**src/rtl/hack_cpu_ctrl.sv**
```systemverilog
// rtl/hack_cpu_ctrl.sv - Hack-style control/register stage around an external 8-bit ALU.
module hack_cpu_ctrl #(
    parameter int WIDTH = 8,
    parameter int PC_W  = 8
) (
    input  logic             clk,
    input  logic             reset,
    input  logic [15:0]      instr,
    output logic [PC_W-1:0]  pc,
    input  logic [WIDTH-1:0] in_m,
    output logic [WIDTH-1:0] out_m,
    output logic             write_m,
    output logic [PC_W-1:0]  address_m,
    input  logic             mem_ready,
    output logic [WIDTH-1:0] alu_x,
    output logic [WIDTH-1:0] alu_y,
    output logic             alu_zx,
    output logic             alu_nx,
    output logic             alu_zy,
    output logic             alu_ny,
    output logic             alu_f,
    output logic             alu_no,
    input  logic [WIDTH-1:0] alu_out,
    input  logic             alu_zr,
    input  logic             alu_ng,
    output logic             exec
);

    typedef enum logic {S_FETCH = 1'b0, S_EXEC = 1'b1} state_t;

    state_t           state, state_nx;
    logic [15:0]      ir;
    logic [WIDTH-1:0] a_reg, d_reg;
    logic             is_c, in_exec, mem_acc, done, jump;
    logic [1:0]       unused_ir;

    assign is_c      = ir[15];
    assign in_exec   = (state == S_EXEC);
    assign unused_ir = ir[14:13];

    // A C-instruction touching memory (read via a, write via dest M) must wait for mem_ready.
    assign mem_acc = is_c & (ir[12] | ir[3]);
    assign done    = in_exec & (~mem_acc | mem_ready);
    assign jump    = is_c & ((ir[2] & alu_ng) | (ir[1] & alu_zr) | (ir[0] & ~alu_ng & ~alu_zr));

    assign alu_x     = d_reg;
    assign alu_y     = (is_c & ir[12]) ? in_m : a_reg;
    assign out_m     = alu_out;
    assign address_m = a_reg[PC_W-1:0];

    always_ff @(posedge clk or posedge reset) begin
        if (reset) begin
            state <= S_FETCH;
        end else begin
            state <= state_nx;
        end
    end

    always_comb begin
        state_nx = state;
        case (state)
            S_FETCH: state_nx = S_EXEC;
            S_EXEC:  if (done) state_nx = S_FETCH;
            default: state_nx = S_FETCH;
        endcase
    end

    always_comb begin
        exec    = in_exec;
        write_m = in_exec & is_c & ir[3];
        {alu_zx, alu_nx, alu_zy, alu_ny, alu_f, alu_no} = (in_exec & is_c) ? ir[11:6] : 6'b0;
    end

    // Jump target and address_m both use A as it was before this instruction's writeback.
    always_ff @(posedge clk or posedge reset) begin
        if (reset) begin
            ir    <= '0;
            a_reg <= '0;
            d_reg <= '0;
            pc    <= '0;
        end else if (state == S_FETCH) begin
            ir <= instr;
        end else if (done) begin
            if (!is_c) begin
                a_reg <= ir[WIDTH-1:0];
            end else begin
                if (ir[5]) a_reg <= alu_out;
                if (ir[4]) d_reg <= alu_out;
            end
            pc <= jump ? a_reg[PC_W-1:0] : pc + PC_W'(1);
        end
    end

endmodule

```
**config.mk**
```make
export PLATFORM = sky130hd
export DESIGN_NAME = hack_cpu_ctrl
export DESIGN_NICKNAME = d
export VERILOG_FILES = /design/src/rtl/hack_cpu_ctrl.sv
export SDC_FILE = /design/constraint.sdc
export NUM_CORES = 1
export LEC_CHECK = 0
export CORE_ASPECT_RATIO = 1.1
export CORE_MARGIN = 1
export CORE_UTILIZATION = 29
export CTS_CLUSTER_DIAMETER = 200
export CTS_CLUSTER_SIZE = 40
export DETAILED_ROUTE_END_ITERATION = 6
export GPL_TIMING_DRIVEN = 0
export PLACE_DENSITY = 0.6
export SLEW_MARGIN = 5
export SYNTH_ARGS = -nofsm -noshare
export SYNTH_HDL_FRONTEND = slang
export SYNTH_SLANG_ARGS = --single-unit
```
**constraint.sdc**
```tcl
create_clock -name clk -period 1.8 [get_ports clk]
set_input_delay 0.36 -clock clk [delete_from_list [all_inputs] [get_ports clk]]
set_output_delay 0.36 -clock clk [all_outputs]
set_load 0.005 [all_outputs]
```
==> results.md <==
* Worst path slowest cell: dfrtp_2
* WP data required at 1.44 ns
* Net count after synthesis at 209
* Avg Inst Size Synth at 12.0 um2
* Routed WL at 5420 um
* Antenna diode count at 0
* Total track usage at 0.154
* Largest net degree at the start of global routing at 33
* Worst Hold Class: input pin to async pin
* # DRC at 0
* Rel. slew slack at 0.752
* Congestion Overflow GR at 0
* Clock root buffer: clkbuf_8
* CP Max Fanout at 5
* Clock Latency Late Sink at 0.29 ns
* Avg WL per Cell at 15.5 um
* Initial Util at 0.305
* Port buffer count at 82
* Layout cells sized above 1 at 0.269
* Synthesized flop and latch total at 39
* Clock Path Buffers at 2
* Max Cap Viol at 0
* Fin. Hold Viols at 0
* Depth of the CTS H-tree at 2
* Worst vdd ir at 0.000781 V
* Post-DRT Antenna Nets at 0
* Crit-path cells: nand2_8, buf_6, mux2_4, buf_6
* Crit path launch type: register
* P&R area growth vs syn at 56.5%
* Initial DRC count at 63
* Final instance area at 3200 um2
* Nets at 305
* Vias per cell at 4.83
* Sink Count at 39
* Clock Skew at 0.00528 ns
* Cell count along the critical path at 4
* Die W at 82.1 um
* Clock period minus worst slack at 1.77 ns
* Final setup margin at 0.0274 ns
* Fin. max-slew vios at 0
* Final setup vio count at 0
* Placed cell area at 2990 um2
* R2R depth at 5
* Synth Warn # at 0
* Initial antenna violation count at 0
* Vias at 1691
* Highest Clock Rate at 564 MHz
* Sequential area share after synthesis at 0.477
* Overall die height at 90.1 um
* Die area at 7400 um2
* Static leakage at 1.43 nW
* RSZ-0062 raised after global routing: true
* CP delay by family, top: flip-flops
* Synthesized instance count at 171
* Vias in the first global route at 1729
* Placement Setup Slack at -0.314 ns
* Tot Pwr at 5.71 mW
* First-pass GRT wire length at 8780 um
* Mapped cell area at 2050 um2
* Worst Setup Path Type: register to output port
* CTS tree: built
* Core box area at 6710 um2
* Drt pass-1 iters at 4
* Detailed placement HPWL at 4020 um
* # rows at 31
* Fin cells at 350
* Crit-path max cell delay at 0.48 ns
* # IOs at 85
* Clock Pin Slew Worst Setup and Hold Paths at 0.08 ns
* Status: finished, final reports clean
* Total CTS buffers at 5
* P per Cell Area at 1780 nW/um2
* Cell mode on critical path: buf_6
* Worst slew pin tran at 0.371 ns
* Period utilization at 0.985
* Final Core Density at 0.477
* Netlist cell types at 32
* CP Capture Type: output port
* CP bufs+invs at 2
* Placed Cells at 336
* GPL Wtd Cong at 0.778
* Worst EP arrival at 1.41 ns
-- where the power goes --
part           switching (mW)  internal [mW]
registers               0.439           1.34
clock network           0.313          0.449
logic                    1.26           1.91
-- synth_stat cells (all sizes together) --
cell type	number	area [um2]
nand3	6	35.0
o21ba	1	16.3
o2bb2ai	1	8.76
and3	9	56.3
ha	1	12.5
dfrtp	39	976
nand2	6	25.0
nor2	1	20.0
nand3b	1	7.51
a21oi	15	75.1
mux2i	14	140
inv	4	17.5
buf	13	97.6
mux2	30	338
clkbuf	4	15.0
nand4	3	18.8
o21bai	1	7.51
nor3b	1	7.51
a2bb2oi	6	52.6
and4	1	8.76
o21ai	5	40.0
a22o	1	8.76
a31oi	7	43.8
a21boi	1	18.8
-- kinds of logic after synthesis --
family	share of synthesized area
AO/OA/AOI/OAI	0.133
adder cells (fa/ha/maj)	0.00611
buffers and inverters	0.0636
flip-flops	0.477
multiplexers	0.233
AND/OR/NAND/NOR	0.0874
-- final cells by class --
class	instances	area [um2]
multi-input combinational	111	973
timing repair buffer	90	876
tap	82	103
inverter	4	17.5
clock buffer	6	82.6
sequential	39	978
fill	648	3510
buffer	16	138
clock inverter	2	35.0
-- stage by stage --
| step | hold WS (ns) | TNS (ns) |
|---|---|---|
| after CTS | 0.296 | -0.486 |
| after global routing | 0.300 | -0.122 |
| after global placement | 0.466 | -22.00 |
| after floorplan | 0.471 | 0 |
| final | 0.296 | 0 |
| after detailed placement | 0.474 | -5.96 |
-- sequential cells by signal, indices dropped and copies added (netlist names) --
signal / cells
ir: 14
alu_x: 8
pc: 8
address_m: 8
exec: 1
-- metal layers --
metal / routed length (um) / vias to the layer above / track usage
met5: 0 / - / 0
met4: 35 / 0 / 0.0263
met3: 304 / 5 / 0.0396
met2: 2660 / 50 / 0.249
met1: 2420 / 817 / 0.207
li1: - / 819 / -
-- repair_timing --
action | in CTS | in global routing
gates resized for setup | 67 | 9
setup endpoints to repair | 23 | 14
setup buffers | 7 | 0
pin swaps | 0 | 1
endpoints found under the hold margin | 0 | 0
cloned | 0 | 0
hold buffers | 0 | 0
-- cells in the final DEF, fill, tap and decap left out, types with 2 or more instances in the layout --
cell and count:
buf_6 9, clkdlybuf4s50_1 59, and3_1 9, mux2i_1 14
mux2_1 8, mux2_2 17, dlygate4sd2_1 13, a2bb2oi_1 6
o21ai_0 3, buf_4 13, buf_2 3, a21oi_1 15
dfrtp_1 37, inv_1 2, clkdlybuf4s15_1 2, nand3_1 5
clkbuf_8 9, a31oi_1 7, nand4_1 3, nand2_1 5
dfrtp_2 2, mux2_4 5, clkbuf_2 2
-- path summary, 6_finish.rpt --
kind | from | endpoint | slack [ns]
worst min register to register | alu_x[2] | alu_x[2] | 0.49
max in group asynchronous | reset | ir[12] | 1.07
worst max register to register | ir[12] | pc[0] | 0.21
min in group clk | alu_out[5] | alu_x[5] | 0.47
worst min-delay path | reset | pc[6] | 0.30
worst max-delay path | ir[15] | alu_y[1] | 0.03
(Power assumes the default switching activity.)
